===== src/rtl/edsac_tank_pkg.sv =====
// Shared types and sizing helpers for the serial tank interface blocks.
// Word and circulation defaults match one 36-digit, 32-word tank.
package edsac_tank_pkg;

    localparam int WORD_W_DEFAULT = 36;
    localparam int WORDS_DEFAULT  = 32;

    typedef enum logic [2:0] {
        UNSYNC,
        IDLE,
        SEEK,
        SHIFT,
        HOLD
    } state_t;

    // Bits needed to count 0..digits inclusive.
    function automatic int digit_cnt_w(input int digits);
        return $clog2(digits + 1);
    endfunction

endpackage


===== src/rtl/tank_timing_tracker.sv =====
// Tracks which minor cycle is circulating; optional d0/mc0 spacing checker (TANK_READER_SYNC_CHECK_EN).
// Latency: cur_minor/synced/timing_fault are combinational from d0/mc0 and the registered count.
// Backpressure: none, follows the digit-pulse timing unconditionally.
module tank_timing_tracker
    import edsac_tank_pkg::*;
#(
`ifdef TANK_READER_SYNC_CHECK_EN
    parameter int WORD_W = WORD_W_DEFAULT,
`endif
    parameter int WORDS  = WORDS_DEFAULT,
    parameter int ADDR_W = 5
) (
    input  logic              clk,
    input  logic              rst_n,
    input  logic              d0,
    input  logic              mc0,
    output logic [ADDR_W-1:0] cur_minor,
    output logic              synced,
    output logic              timing_fault
);

    logic [ADDR_W-1:0] cnt_q;
    logic [ADDR_W-1:0] cnt_d;
    logic [ADDR_W-1:0] next_minor;

    always_comb begin
        next_minor = cnt_q;
        if (d0) begin
            next_minor = (cnt_q == ADDR_W'(WORDS - 1)) ? '0 : cnt_q + ADDR_W'(1);
        end
        // mc0 realigns the count regardless of where it had drifted to.
        cur_minor = (mc0 && d0) ? '0 : next_minor;
        cnt_d     = cur_minor;
    end

    assign synced = mc0 & d0;

    always_ff @(posedge clk or negedge rst_n) begin
        if (!rst_n) begin
            cnt_q <= '0;
        end else begin
            cnt_q <= cnt_d;
        end
    end

`ifdef TANK_READER_SYNC_CHECK_EN
    localparam int DIG_W = $clog2(WORD_W);

    logic [DIG_W-1:0] dig_q;
    logic [DIG_W-1:0] dig_d;
    logic             armed_q;
    logic             armed_d;
    logic             fault;

    // dig_q is the digit index expected this cycle; d0 must land exactly on index 0.
    always_comb begin
        dig_d   = (dig_q == DIG_W'(WORD_W - 1)) ? '0 : dig_q + DIG_W'(1);
        armed_d = armed_q;
        fault   = 1'b0;
        if (d0) begin
            fault   = armed_q && (dig_q != '0);
            dig_d   = DIG_W'(1);
            armed_d = 1'b1;
        end else if (armed_q && (dig_q == '0)) begin
            fault   = 1'b1;
            armed_d = 1'b0;
        end
        if (mc0 && !d0) begin
            fault = 1'b1;
        end
    end

    always_ff @(posedge clk or negedge rst_n) begin
        if (!rst_n) begin
            dig_q   <= '0;
            armed_q <= 1'b0;
        end else begin
            dig_q   <= dig_d;
            armed_q <= armed_d;
        end
    end

    assign timing_fault = fault;
`else
    assign timing_fault = 1'b0;
`endif

endmodule


===== src/rtl/tank_word_reader.sv =====
// Captures one requested 36-digit word from a circulating tank and returns it in parallel (TANK_READER_SYNC_CHECK_EN adds sync_err).
// Latency: rsp_valid rises 1 cycle after the last digit of the target word; worst case WORDS*WORD_W+WORD_W+1.
// Backpressure: one request in flight; rsp held stable until rsp_ready, req_ready low until then.
module tank_word_reader
    import edsac_tank_pkg::*;
#(
    parameter int WORD_W = WORD_W_DEFAULT,
    parameter int WORDS  = WORDS_DEFAULT,
    parameter int ADDR_W = 5
) (
    input  logic              clk,
    input  logic              rst_n,
    input  logic              d0,
    input  logic              mc0,
    input  logic              tank_out,
    input  logic              req_valid,
    input  logic [ADDR_W-1:0] req_addr,
    output logic              req_ready,
    output logic              rsp_valid,
    output logic [WORD_W-1:0] rsp_word,
    input  logic              rsp_ready,
    output logic              sync_err
);

    localparam int CNT_W = digit_cnt_w(WORD_W);

    state_t            state_q, state_d;
    logic [ADDR_W-1:0] addr_q, addr_d;
    logic [CNT_W-1:0]  dcnt_q, dcnt_d;
    logic [WORD_W-1:0] shreg_q, shreg_d;
    logic [WORD_W-1:0] word_q, word_d;
    logic [WORD_W-1:0] shifted;
    logic [ADDR_W-1:0] addr_mod;
    logic [ADDR_W-1:0] cur_minor;
    logic              synced;
    logic              timing_fault;

    tank_timing_tracker #(
`ifdef TANK_READER_SYNC_CHECK_EN
        .WORD_W (WORD_W),
`endif
        .WORDS  (WORDS),
        .ADDR_W (ADDR_W)
    ) u_timing (
        .clk          (clk),
        .rst_n        (rst_n),
        .d0           (d0),
        .mc0          (mc0),
        .cur_minor    (cur_minor),
        .synced       (synced),
        .timing_fault (timing_fault)
    );

    always_comb begin
        state_d  = state_q;
        addr_d   = addr_q;
        dcnt_d   = dcnt_q;
        shreg_d  = shreg_q;
        word_d   = word_q;
        // Digits arrive LSB first, so after WORD_W right shifts digit 0 sits at bit 0.
        shifted  = {tank_out, shreg_q[WORD_W-1:1]};
        addr_mod = ADDR_W'(32'(req_addr) % WORDS);

        unique case (state_q)
            UNSYNC: begin
                if (synced) state_d = IDLE;
            end
            IDLE: begin
                if (req_valid) begin
                    addr_d  = addr_mod;
                    state_d = SEEK;
                end
            end
            SEEK: begin
                if (d0 && (cur_minor == addr_q)) begin
                    shreg_d = shifted;
                    dcnt_d  = CNT_W'(1);
                    state_d = SHIFT;
                end
            end
            SHIFT: begin
                // A d0 here means the word was shorter than WORD_W digits: drop it.
                if (d0) begin
                    state_d = UNSYNC;
                end else begin
                    shreg_d = shifted;
                    dcnt_d  = dcnt_q + CNT_W'(1);
                    if (dcnt_q == CNT_W'(WORD_W - 1)) begin
                        word_d  = shifted;
                        state_d = HOLD;
                    end
                end
            end
            HOLD: begin
                if (rsp_ready) state_d = IDLE;
            end
            default: state_d = UNSYNC;
        endcase

        if (timing_fault) state_d = UNSYNC;
    end

    always_ff @(posedge clk or negedge rst_n) begin
        if (!rst_n) begin
            state_q <= UNSYNC;
            addr_q  <= '0;
            dcnt_q  <= '0;
            shreg_q <= '0;
            word_q  <= '0;
        end else begin
            state_q <= state_d;
            addr_q  <= addr_d;
            dcnt_q  <= dcnt_d;
            shreg_q <= shreg_d;
            word_q  <= word_d;
        end
    end

    assign req_ready = (state_q == IDLE);
    assign rsp_valid = (state_q == HOLD);
    assign rsp_word  = word_q;

`ifdef TANK_READER_SYNC_CHECK_EN
    logic sync_err_q;
    logic sync_err_d;

    assign sync_err_d = sync_err_q | timing_fault;

    always_ff @(posedge clk or negedge rst_n) begin
        if (!rst_n) begin
            sync_err_q <= 1'b0;
        end else begin
            sync_err_q <= sync_err_d;
        end
    end

    assign sync_err = sync_err_q;
`else
    assign sync_err = 1'b0;
`endif

endmodule


===== config.mk =====
export PLATFORM = sky130hd
export DESIGN_NAME = tank_word_reader
export DESIGN_NICKNAME = d
export VERILOG_FILES = /design/src/rtl/edsac_tank_pkg.sv /design/src/rtl/tank_timing_tracker.sv /design/src/rtl/tank_word_reader.sv
export SDC_FILE = /design/constraint.sdc
export NUM_CORES = 1
export LEC_CHECK = 0
export CELL_PAD_IN_SITES_DETAIL_PLACEMENT = 1
export CELL_PAD_IN_SITES_GLOBAL_PLACEMENT = 2
export CORE_ASPECT_RATIO = 0.7
export CORE_MARGIN = 3
export CORE_UTILIZATION = 41
export CTS_BUF_LIST = sky130_fd_sc_hd__clkbuf_4
export CTS_CLUSTER_SIZE = 25
export DETAILED_ROUTE_END_ITERATION = 10
export GPL_TIMING_DRIVEN = 1
export PLACE_DENSITY_LB_ADDON = 0.1
export RECOVER_POWER = 100
export SLEW_MARGIN = 10
export SYNTH_ARGS = -nofsm -noshare
export SYNTH_HDL_FRONTEND = slang
export SYNTH_SLANG_ARGS = --single-unit

===== constraint.sdc =====
create_clock -name clk -period 3.6 [get_ports clk]
set_clock_uncertainty 0.05 [all_clocks]
set_input_delay 0.54 -clock clk [delete_from_list [all_inputs] [get_ports clk]]
set_output_delay 0.54 -clock clk [all_outputs]
set_load 0.05 [all_outputs]

# Word-level counts from Yosys, hierarchy flattened
# Cells that the tools add are included.
dict set report totals {
  register_bits 91
  in_bits 12
  output_inout_bits 39
  elab_cells 47
}
dict set report op_classes {
  addsub 2
  eq_ne 13
  n_mux 16
  n_bitwise 2
  n_reduce_logical 8
}
# operator count
set ops {}
lappend ops {{$mux W36} 2}
lappend ops {{$pmux W36 S2} 1}
lappend ops {{$mux W3} 6}
lappend ops {{$mux W5} 3}
lappend ops {{$pmux W3 S5} 1}
lappend ops {{$mux W6} 2}
lappend ops {{$pmux W6 S2} 1}
lappend ops {{$ne A2 B2 Y1 const B} 4}
lappend ops {{$add A6 B1 Y6 const B} 1}
lappend ops {{$eq A3 B2 Y1 const B} 2}
lappend ops {{$eq A6 B6 Y1 const B} 1}
lappend ops {{$reduce_and A3 Y1} 2}
lappend ops {{$add A5 B1 Y5 const B} 1}
lappend ops {{$eq A5 B5 Y1} 1}
lappend ops {{$eq A5 B5 Y1 const B} 1}
lappend ops {{$reduce_and A5 Y1} 1}
lappend ops {{$eq A3 B1 Y1 const B} 1}
lappend ops {{$eq A3 B3 Y1 const B} 1}
lappend ops {{$logic_not A3 Y1} 1}
lappend ops {{$ne A3 B3 Y1 const B} 1}
lappend ops {{$logic_and A1 B1 Y1} 2}
lappend ops {{$ne A2 B1 Y1 const B} 1}
lappend ops {{$reduce_and A2 Y1} 1}
lappend ops {{$reduce_bool A2 Y1} 1}
lappend ops {{other kinds (2)} 2}

# Longest topological paths before layout
# Gate-level depths: netlist of run 1.
dict set report depth {
  word_depth 8
  depth_mapped 9
}

# By module
# Synthesis of run 1 repeated with hierarchy kept, for this count alone.
dict set report hier_totals {
  hier_cells 254
  area_unflattened_um2 3975.1
}
# module instances cells_each area_per_inst_um2 seq_area_each_um2
set modules_own_cells {}
lappend modules_own_cells {tank_word_reader 1 225 3681.0 2127.0}
lappend modules_own_cells {tank_timing_tracker 1 29 294.0 125.1}

# Worst setup path after synthesis of run 1
# Ideal clock, no wire load.
dict set report synth_timing {
  path_kind {register to register}
  from {reg u_timing.cnt_q[0]}
  to {reg shreg_q[10]}
  setup_ps 125
  t_arrival_ps 2813
  t_required_ps 3425
  slack_ps 612
  path_stages_with_launch 10
  path_cell_list {dfrtp_1 -> ha_1 -> and3_1 -> ha_1 -> nor4b_2 -> o21a_2 -> o2111ai_4 -> o41ai_4 -> buf_6 -> mux2_4}
}
dict set report synth_via {
  elab_chain_cells 8
  elab_cells_between_ends 9
  cone_classes {add/sub: 1; eq/ne: 3; mux: 3; reduce/logical: 2}
}
# item line_no
set synth_rtl {}
lappend synth_rtl {{start: declaration} tank_timing_tracker.sv:22} ;# logic [ADDR_W-1:0] cnt_q;
lappend synth_rtl {{start signal: assignment} tank_timing_tracker.sv:42} ;# cnt_q <= cnt_d;
lappend synth_rtl {{$add A5 B1 Y5 / $eq A5 B5 Y1 (equally long branches)} tank_timing_tracker.sv:29} ;# next_minor = (cnt_q == ADDR_W'(WORDS - 1)) ? '0 : cnt_q + ADDR_W'(1);
lappend synth_rtl {{$mux W5} tank_timing_tracker.sv:29}
lappend synth_rtl {{$mux W5 (*)} tank_timing_tracker.sv:28} ;# if (d0) begin
lappend synth_rtl {{$mux W5 (*)} tank_timing_tracker.sv:32} ;# cur_minor = (mc0 && d0) ? '0 : next_minor;
lappend synth_rtl {{$eq A5 B5 Y1 (*)} tank_word_reader.sv:75} ;# if (d0 && (cur_minor == addr_q)) begin
lappend synth_rtl {{$logic_and A1 B1 Y1 (*)} tank_word_reader.sv:75}
lappend synth_rtl {{$ne A2 B2 Y1 (no source line) (*)} n/a}
lappend synth_rtl {{$reduce_and A3 Y1 (no source line) (*)} n/a}
lappend synth_rtl {{end signal: assignment} tank_word_reader.sv:114} ;# shreg_q <= shreg_d;
lappend synth_rtl {{end: declaration} tank_word_reader.sv:30} ;# logic [WORD_W-1:0] shreg_q, shreg_d;
# Every way passes the cells marked *; elsewhere a longest branch is shown, timed or not.
# A chain may end at the register's enable or synchronous reset.

# Worst setup path after layout of run 1
# Same ends and word-level chain as after synthesis.

==> results of run 1 <==
==> metal layers <==
layer	GRT usage [%]	vias to the layer above	share of wire, %
met1	22.9	1114	54
li1	-	1031	-
met3	5.23	4	3.4
met5	0	-	0
met4	3.62	0	0.74
met2	20.9	33	42
==> power groups by stage <==
stage / clock (uW) / combinational (uW) / sequential [uW]
3_5_place_dp: 0 / 538 / 1280
3_3_place_gp: 0 / 525 / 1270
6_report: 697 / 475 / 1250
4_1_cts: 729 / 540 / 1260
2_1_floorplan: 0 / 451 / 1220
5_1_grt: 776 / 526 / 1270
==> registers in the layout, summed over array words and instances (netlist names) <==
| name | count |
|---|---|
| addr_q | 5 |
| dcnt_q | 6 |
| rsp_word | 36 |
| shreg_q | 35 |
| state_q | 3 |
| u_timing.cnt_q | 5 |
==> cell usage after synthesis (4+ instances only) <==
cell type  instances  area, um2
mux2_2            49        552
nor2_1             7       26.3
buf_2              5       25.0
mux2_4            30        450
xor2_1             4       35.0
nor2b_1            4       25.0
dfrtp_1           90       2250
nand2_1            8       30.0
o21ai_0            4       20.0
==> worst register-to-register path, stage by stage, from the launching register on <==
cell and delay (ps):
dfrtp_1 430, ha_1 230, and3_1 200, ha_1 240, or4b_1 600, mux2_1 360, a211oi_4 330, o41ai_4 110
buf_12 200, mux2_1 350
==> per-stage QoR <==
stage,worst slack [ps],utilization (%)
after global routing,251,50.0
after detailed placement,459,49.7
after floorplan,612,-
after CTS,486,51.7
final,398,50.0
after global placement,498,49.7
==> cell families (layout without fill, tap and decap cells) <==
group,after synthesis,count (layout),share of synthesized area [%]
buffers and inverters,13,74,2.16
DFF,90,90,57.2
xor gates and xnor gates,8,8,2.16
and+or+nand+nor,47,47,7.63
muxes,79,79,25.5
other,1,1,0.0953
adders and majority gates,3,3,0.954
AOI/OAI and AO/OA,16,16,4.32
==> path summary, 6_finish.rpt <==
path	to	slack [ps]	cells after the start
max in group asynchronous	u_timing.cnt_q[1]	1760	2
setup / recovery	shreg_q[10]	400	9
hold / removal	rsp_word[31]	470	1
hold reg to reg	rsp_word[31]	470	1
min in group asynchronous	rsp_word[21]	480	1
setup reg to reg	shreg_q[10]	400	9
==> layout make-up <==
class | instances | share of cell area, %
tap | 124 | 3.36
inverter | 2 | 0.163
clock buffer | 9 | 1.47
multi-input combinational | 154 | 32.0
timing repair buffer | 56 | 11.6
clock inverter | 7 | 2.52
sequential | 90 | 48.8
==> reports/results.tsv, run 1 <==
stage	metric	value	unit
status	outcome	finished, violations left	
status	failing checks	capacitance limit, slew limit	
global_route	first-pass GRT wire length	12.4	mm
synth	Net Count, Synth	272	
synth	EDFF count, synth	0	
global_route	initial antenna violation count	0	
worst_setup_path	CP max FO	36	
clock_tree	cts repair resizes	0	
route	Post-DRT Antenna Nets	0	
clock_tree	Root Driver	clkbuf_4	
route	Remaining DRCs	0	
power	sequential share of power	51.7	%
route	vias per std cell	4.94	
die	Chip Height	88.0	um
job	max_cap viols	1	
layout	Area growth syn-to-layout	17.2	%
layout	most frequent cells in the layout	dfrtp_1 (90), mux2_2 (49), dlygate4sd3_1 (39)	
timing	total negative slack	0	ps
synth	Ys Warns	0	
die	area of the core	9220	um2
worst_setup_path	Reg-to-Reg Start	u_timing.cnt_q[0]	
power	clock share of power	28.7	%
timing	final hold vios	0	
clock_tree	H-tree Lvls	3	
global_route	GRT overflow	0	
worst_setup_path	Worst EP required	3870	ps
synth	predominant post-synthesis flop cell	dfrtp_1	
route	DRT iter0 DRCs	118	
layout	Nets	328	
synth	number of synthesized register bits	90	
global_route	All-Layer GR Usage	15.2	%
worst_setup_path	CP startpoint	u_timing.cnt_q[0]	
worst_setup_path	Buf+Inv Stages, Crit Path	1	
die	Die Area	10800	um2
layout	Sequential Area	2250	um2
worst_setup_path	Critical Path AT	3470	ps
clock_tree	CTS Buffer Depth	2	
power	Tot Pwr	2420	uW
clock_tree	Skew-Pair Late Insertion Delay	440	ps
synth	Cells after Synth	257	
power	Combinational Power Share	19.6	%
hold_path	Hold WC Path Type	reg -> reg	
clock_tree	CTS tree	built	
layout	n_diodes	0	
hold_path	hold_sp	rsp_word[31]	
timing	minimum clock period	3200	ps
power	pwr/cell area	526	nW/um2
clock_tree	post-CTS setup buffer count	0	
layout	commonest non-fill, non-tap cell in the layout	dfrtp_1	
timing	FMAX	312	MHz
power	maximum VDD drop	0.000343	V
timing	Fin Hold WS	466	ps
timing	endpoints failing setup	0	
place	Inst Count DP	426	
synth	Async SR Flop Fraction	100	%
layout	fin cells	442	
route	First-pass DRT Iterations	3	
worst_setup_path	Critical-path top delay cell	or4b_1	
synth	syn avg cell area	15.3	um2
route	DR vias	2182	
worst_setup_path	crit path cell chain	ha_1 -> and3_1 -> ha_1 -> or4b_1 -> mux2_1 -> a211oi_4 -> o41ai_4 -> buf_12 -> mux2_1	
clock_tree	clock sinks	90	
layout	area of the multi-input gates	1480	um2
synth	synthesized area	3940	um2
die	IO Count	51	
timing	fin crit share	88.9	%
place	Final HPWL DP	5.11	mm
worst_setup_path	crit end category	flop	
clock_tree	CTS clock-pin slew for the worst setup and hold paths	140	ps
place	port buffer count	49	
worst_setup_path	Critical Path Source Type	flop	
layout	fill count	936	
die	Initial Util	42.7	%
route	WL/cell	17.1	um
worst_setup_path	CP max stage delay	600	ps
timing	slew margin rel.	-16.8	%
worst_setup_path	Top delay family on crit path	simple AND/OR/NAND/NOR gates	
layout	post-route cell area	4610	um2
synth	sequential area share after synthesis	57.2	%
power	Switch Pwr	716	uW
die	row count	29	
power	switching part of the total power	29.6	%
worst_setup_path	kind of critical path	reg -> reg	
timing	Slew Limit Fails	71	
synth	synth unique cells	46	
global_route	largest net degree at the start of global routing	71	
place	routability cong.	0.703	
layout	proportion of layout cells with a drive suffix above 1	25.8	%
route	DRT Wirelength	7.56	mm
global_route	number of global-route vias before repair	2336	
clock_tree	Hold-fix buffers, CTS	0	
die	die span in x	123	um
clock_tree	clock buffer count from CTS	9	
place	placed cell areas	4580	um2
power	Lkg Pwr	0.00234	uW
timing	RSZ-0062 raised after global routing	false	
timing	Worst-Margin Slew	1750	ps
power	Int Pwr	1710	uW
No activity file was read; power rests on OpenSTA's default activity.
==> run 2, diff against run 1 <==
- CORE_UTILIZATION: 41 -> 35
==> run 2 against run 1 <==
Against the previous run: the flow still finishes with violations (capacitance limit, slew limit); critical path type unchanged; clock-buffer cell count increased by 1; largest power group unchanged; first-iteration DRC count decreased by 36%; critical path depth unchanged; total power decreased by 10%; largest cell class unchanged; routed wire length decreased by 2.0%; cell count increased by 5.4%; global-route usage decreased by 2.3 points.
==> reports/results.tsv, run 2 (synthesis gave the netlist of run 1 again) <==
stage	metric	value	unit	change
layout	commonest non-fill, non-tap cell in the layout	dfrtp_1		
die	IO Count	51		unchanged
worst_setup_path	crit end category	flop		
worst_setup_path	Buf+Inv Stages, Crit Path	1		unchanged
worst_setup_path	Top delay family on crit path	simple AND/OR/NAND/NOR gates		
job	max_cap viols	1		unchanged
clock_tree	H-tree Lvls	3		unchanged
place	placed cell areas	4610	um2	+0.66%
global_route	largest net degree at the start of global routing	40		-44%
hold_path	Worst Hold Path EP	rsp_word[23]		
die	die span in x	133	um	+7.8%
worst_setup_path	R2R cell count	9		unchanged
global_route	All-Layer GR Usage	12.9	%	-2.3 points
timing	FMAX	305	MHz	-2.2%
timing	slew margin rel.	-44.6	%	-28 points
route	First-pass DRT Iterations	4		+1
timing	minimum clock period	3270	ps	+71.6 ps
route	WL/cell	15.9	um	-7.0%
timing	Slew Limit Fails	40		-44%
clock_tree	clock buffer count from CTS	9		unchanged
timing	fin crit share	90.9	%	+2.0 points
clock_tree	post-CTS setup buffer count	0		unchanged
route	Remaining DRCs	0		unchanged
worst_setup_path	r2r endpoint	shreg_q[8]		
global_route	initial antenna violation count	0		unchanged
worst_setup_path	Critical-path top delay cell	or4b_1		
power	Lkg Pwr	0.00228	uW	-2.3%
status	outcome	finished, violations left		
layout	post-route cell area	4540	um2	-1.5%
hold_path	Hold Crit Depth	1		unchanged
hold_path	hold_sp	rsp_word[23]		
power	maximum VDD drop	0.000174	V	-49%
die	Chip Height	94.7	um	+7.7%
place	pre-CTS setup slack	455	ps	-3.46 ps
place	port buffer count	49		unchanged
timing	final hold vios	0		unchanged
worst_setup_path	CP max FO	36		unchanged
layout	Nets	328		unchanged
status	failing checks	capacitance limit, slew limit		
route	vias per std cell	4.74		-4.1%
layout	n_diodes	0		unchanged
worst_setup_path	Critical Path AT	3540	ps	+70 ps
layout	Area growth syn-to-layout	15.4	%	
route	DR vias	2207		+1.1%
route	DRT iter0 DRCs	76		-36%
layout	max FFs per register	36		unchanged
worst_setup_path	crit path cell chain	ha_1 -> and3_1 -> ha_1 -> or4b_1 -> mux2_1 -> a211oi_4 -> o41ai_1 -> buf_6 -> mux2_1		
die	area of the core	10700	um2	+16%
global_route	GRT overflow	0		unchanged
place	routability cong.	0.738		+4.9%
worst_setup_path	Worst EP required	3860	ps	about the same
global_route	number of global-route vias before repair	2379		+1.8%
clock_tree	Skew-Pair Late Insertion Delay	430	ps	about the same
power	pwr/cell area	480	nW/um2	-8.6%
worst_setup_path	cell count along the critical path	9		unchanged
clock_tree	cts repair resizes	0		unchanged
worst_setup_path	kind of critical path	reg -> reg		
worst_setup_path	flop-to-flop setup slack	330	ps	-70 ps
clock_tree	CTS tree	built		
die	row count	31		+6.9%
layout	fill count	1104		+18%
timing	total negative slack	0	ps	unchanged
clock_tree	CTS clock-pin slew for the worst setup and hold paths	140	ps	about the same
clock_tree	CTS Buffer Depth	2		unchanged
timing	setup ws final	326	ps	-71.6 ps
worst_setup_path	Reg-to-Reg Start	u_timing.cnt_q[0]		
timing	Fin Hold WS	464	ps	-2.10 ps
layout	most frequent cells in the layout	dfrtp_1 (90), mux2_2 (49), dlygate4sd3_1 (40)		
timing	Worst-Margin Slew	2170	ps	+417 ps
hold_path	Hold WC Path Type	reg -> reg		
route	Post-DRT Antenna Nets	0		unchanged
timing	endpoints failing setup	0		unchanged
place	Final HPWL DP	5.09	mm	-0.22%
clock_tree	clock sinks	90		unchanged
clock_tree	Root Driver	clkbuf_4		
layout	proportion of layout cells with a drive suffix above 1	25.8	%	unchanged
die	Initial Util	36.9	%	-5.8 points
timing	RSZ-0062 raised after global routing	false		
worst_setup_path	Critical Path Source Type	flop		
clock_tree	Hold-fix buffers, CTS	0		unchanged
route	DRT Wirelength	7.41	mm	-2.0%
worst_setup_path	CP max stage delay	610	ps	about the same
global_route	first-pass GRT wire length	12.6	mm	+0.89%
die	Die Area	12600	um2	+16%
run 2: layer usage:
metal,global-route usage (%),vias to the layer above,routed length [um]
met2,18.6,38,3200
met4,4.41,0,102
li1,-,1033,-
met5,0,-,0
met3,4.10,9,264
met1,18.4,1127,3850
run 2: report_power, final:
group | internal (uW) | switching (uW) | leakage, uW | total (uW)
logic | 227 | 225 | 0.000986 | 452
registers | 1120 | 118 | 0.00123 | 1240
clock network | 153 | 338 | 0.0000709 | 491
run 2: how the worst max path moves through the flow:
stage / startpoint / endpoint / slack [ps]
6_report: u_timing.cnt_q[0] / shreg_q[8] / 330
3_3_place_gp: d0 / shreg_q[5] / 440
2_1_floorplan: u_timing.cnt_q[0] / shreg_q[10] / 610
5_1_grt: u_timing.cnt_q[0] / shreg_q[7] / 160
3_5_place_dp: d0 / shreg_q[8] / 460
4_1_cts: u_timing.cnt_q[0] / shreg_q[11] / 450
run 2: area by class of cell:
type,count,area [um2],area share (%)
Sequential cell,90,2250,49.6
Multi-Input combinational cell,154,1460,32.2
Timing Repair Buffer,56,522,11.5
Tap cell,148,185,4.07
Clock buffer,10,75.1,1.65
Clock inverter,6,41.3,0.909
Inverter,2,7.51,0.165
run 2: worst reg2reg max path, delay by kind of cell, from the launching register on:
kind | cells | cell delay (ps)
mux | 2 | 730
buf+inv | 1 | 220
simple gates | 2 | 820
compound gates | 2 | 380
fa+ha+maj | 2 | 510
flops | 1 | 450
run 2: stage by stage:
stage / util, % / std cells / total power (uW)
2_1_floorplan: - / 257 / 1670
3_3_place_gp: 43.2 / 450 / 1790
3_5_place_dp: 43.2 / 450 / 1810
4_1_cts: 44.3 / 466 / 2320
5_1_grt: 42.6 / 466 / 2330
6_report: 42.6 / 466 / 2180
==> run 3, diff against run 2 <==
--- a/config.mk
+++ b/config.mk
@@ -13,2 +13,3 @@
 export CTS_BUF_LIST = sky130_fd_sc_hd__clkbuf_4
+export CTS_CLUSTER_DIAMETER = 80
 export CTS_CLUSTER_SIZE = 25
==> constraint.sdc (replaced) <==
create_clock -name clk -period 3.6 [get_ports clk]
set_clock_uncertainty 0.05 [all_clocks]
set_input_delay 0.72 -clock clk [delete_from_list [all_inputs] [get_ports clk]]
set_output_delay 0.72 -clock clk [all_outputs]
set_load 0.05 [all_outputs]
==> run 3 against run 2 <==
Against the previous run: clock power rose by 42%; die area unchanged; cell count stayed put; core utilization grew 1.2 points; the run still ends with capacitance limit, slew limit left; critical endpoint is now shreg_q[9].
==> reports/results.tsv, run 3 (synthesis gave the netlist of run 1 again) <==
stage	metric	value	unit	change
power	maximum VDD drop	0.000211	V	+22%
worst_setup_path	crit end category	flop		
layout	n_diodes	0		unchanged
worst_setup_path	R2R cell count	9		unchanged
layout	most frequent cells in the layout	dfrtp_1 (90), mux2_2 (49), dlygate4sd3_1 (39)		
global_route	initial antenna violation count	0		unchanged
route	DR vias	2165		-1.9%
worst_setup_path	CP startpoint	u_timing.cnt_q[0]		
layout	max FFs per register	36		unchanged
global_route	GRT overflow	0		unchanged
route	First-pass DRT Iterations	3		-1
timing	Slew Limit Fails	30		-25%
die	Die Area	12600	um2	unchanged
layout	Nets	328		unchanged
clock_tree	post-CTS setup buffer count	0		unchanged
worst_setup_path	Critical Path Source Type	flop		
die	IO Count	51		unchanged
route	DRT Wirelength	7.40	mm	-0.15%
worst_setup_path	crit path cell chain	ha_1 -> and3_1 -> ha_1 -> or4b_1 -> mux2_1 -> a211oi_4 -> o41ai_4 -> buf_6 -> mux2_1		
die	area of the core	10700	um2	unchanged
worst_setup_path	Critical Path AT	3580	ps	+40 ps
timing	setup ws final	290	ps	-36.1 ps
worst_setup_path	Worst EP required	3870	ps	about the same
die	die span in x	133	um	unchanged
hold_path	Hold WC Path Type	reg -> reg		
timing	RSZ-0062 raised after global routing	false		
timing	total negative slack	0	ps	unchanged
die	Chip Height	94.7	um	unchanged
timing	endpoints failing setup	0		unchanged
power	Switch Pwr	706	uW	+3.6%
power	sequential share of power	51.3	%	-5.5 points
clock_tree	Hold-fix buffers, CTS	0		unchanged
power	pwr/cell area	517	nW/um2	+7.6%
place	pre-CTS setup slack	268	ps	-187 ps
job	max_cap viols	1		unchanged
layout	Area growth syn-to-layout	18.6	%	
global_route	number of global-route vias before repair	2280		-4.2%
place	Final HPWL DP	5.17	mm	+1.4%
place	port buffer count	49		unchanged
power	Tot Pwr	2410	uW	+11%
die	row count	31		unchanged
power	Combinational Power Share	19.8	%	-0.9 points
status	failing checks	capacitance limit, slew limit		
route	vias per std cell	4.65		-1.9%
layout	fin cells	466		unchanged
worst_setup_path	flop-to-flop setup slack	290	ps	-40 ps
worst_setup_path	r2r endpoint	shreg_q[9]		
layout	Layout Utilization	43.8	%	+1.2 points
power	switching part of the total power	29.2	%	-2.0 points
worst_setup_path	Critical-path top delay cell	or4b_1		
worst_setup_path	kind of critical path	reg -> reg		
layout	proportion of layout cells with a drive suffix above 1	26.4	%	+0.63 points
clock_tree	clock sinks	90		unchanged
power	clock share of power	29.0	%	+6.5 points
route	DRT iter0 DRCs	73		-3.9%
worst_setup_path	CP max stage delay	610	ps	about the same
route	WL/cell	15.9	um	-0.15%
clock_tree	CTS clock-pin slew for the worst setup and hold paths	140	ps	about the same
clock_tree	Root Driver	clkbuf_4		
clock_tree	H-tree Lvls	3		unchanged
clock_tree	cts repair resizes	0		unchanged
clock_tree	Skew-Pair Late Insertion Delay	430	ps	about the same
worst_setup_path	Critical Path Sink	shreg_q[9]		
place	Inst Count DP	450		unchanged
clock_tree	clock buffer count from CTS	9		unchanged
global_route	All-Layer GR Usage	12.9	%	-0.019 points
worst_setup_path	CP max FO	36		unchanged
timing	minimum clock period	3310	ps	+36.1 ps
worst_setup_path	Reg-to-Reg Start	u_timing.cnt_q[0]		
route	Post-DRT Antenna Nets	0		unchanged
clock_tree	CTS Buffer Depth	2		unchanged
power	Lkg Pwr	0.00235	uW	+2.7%
timing	FMAX	302	MHz	-1.1%
hold_path	hold_sp	shreg_q[1]		
power	Int Pwr	1710	uW	+14%
timing	slew margin rel.	-21.3	%	+23 points
route	Remaining DRCs	0		unchanged
clock_tree	CTS tree	built		
global_route	first-pass GRT wire length	12.5	mm	-0.11%
timing	fin crit share	91.9	%	+1.0 points
layout	commonest non-fill, non-tap cell in the layout	dfrtp_1		
status	outcome	finished, violations left		
timing	Worst-Margin Slew	1820	ps	-349 ps
layout	fill count	1109		+0.45%
global_route	largest net degree at the start of global routing	62		+55%
place	routability cong.	0.780		+5.7%
timing	final hold vios	0		unchanged
die	Initial Util	36.9	%	unchanged
-- run 3: cell count changes in the layout (fill, tap and decap cells not counted), moves of 2 or more --
cell       before  now
buf_4           0    2
bufinv_16       0    3
clkbuf_2        3    0
buf_12          0    2
-- run 3: worst min path at each step --
stage          slack, ps  depth (start not counted)           end
2_1_floorplan        370                          0     addr_q[0]
3_3_place_gp         440                          1  rsp_word[23]
3_5_place_dp         450                          1  rsp_word[23]
4_1_cts              130                          1     addr_q[2]
5_1_grt              490                          1  rsp_word[21]
6_report             460                          1    shreg_q[1]
-- run 3: final cells by class --
type | count | area (um2) | area share (%)
clock inverter | 7 | 116 | 2.49
multi-input combinational | 154 | 1480 | 31.8
timing repair buffer | 56 | 558 | 12.0
inverter | 2 | 7.51 | 0.161
sequential | 90 | 2250 | 48.2
clock buffer | 9 | 67.6 | 1.45
tap | 148 | 185 | 3.97
-- run 3: metal layers --
layer,track usage [%],share of wire (%),vias up
li1,-,-,1033
met1,19.7,56,1090
met2,17.1,40,34
met3,4.05,3.5,8
met4,4.15,1.0,0
met5,0,0,-
-- run 3: stage by stage --
stage          hold slack [ps]  area (um2)
2_1_floorplan              374        3940
3_3_place_gp               440        4620
3_5_place_dp               446        4620
4_1_cts                    133        4810
5_1_grt                    491        4670
6_report                   464        4670
-- run 3: power groups by stage --
stage / Sequential, uW / Clock, uW / Combinational, uW
after detailed placement: 1260 / 0 / 542
after CTS: 1240 / 737 / 547
after floorplan: 1220 / 0 / 451
after global placement: 1260 / 0 / 528
after global routing: 1260 / 779 / 519
final: 1240 / 699 / 477
-- run 3: critical path, delay by kind of cell (launching register included) --
kind                       cells  cell delay, ps
and+or+nand+nor                2             810
AOI/OAI and AO/OA              2             420
adders and majority gates      2             510
DFF                            1             450
buffers and inverters          1             230
muxes                          2             710
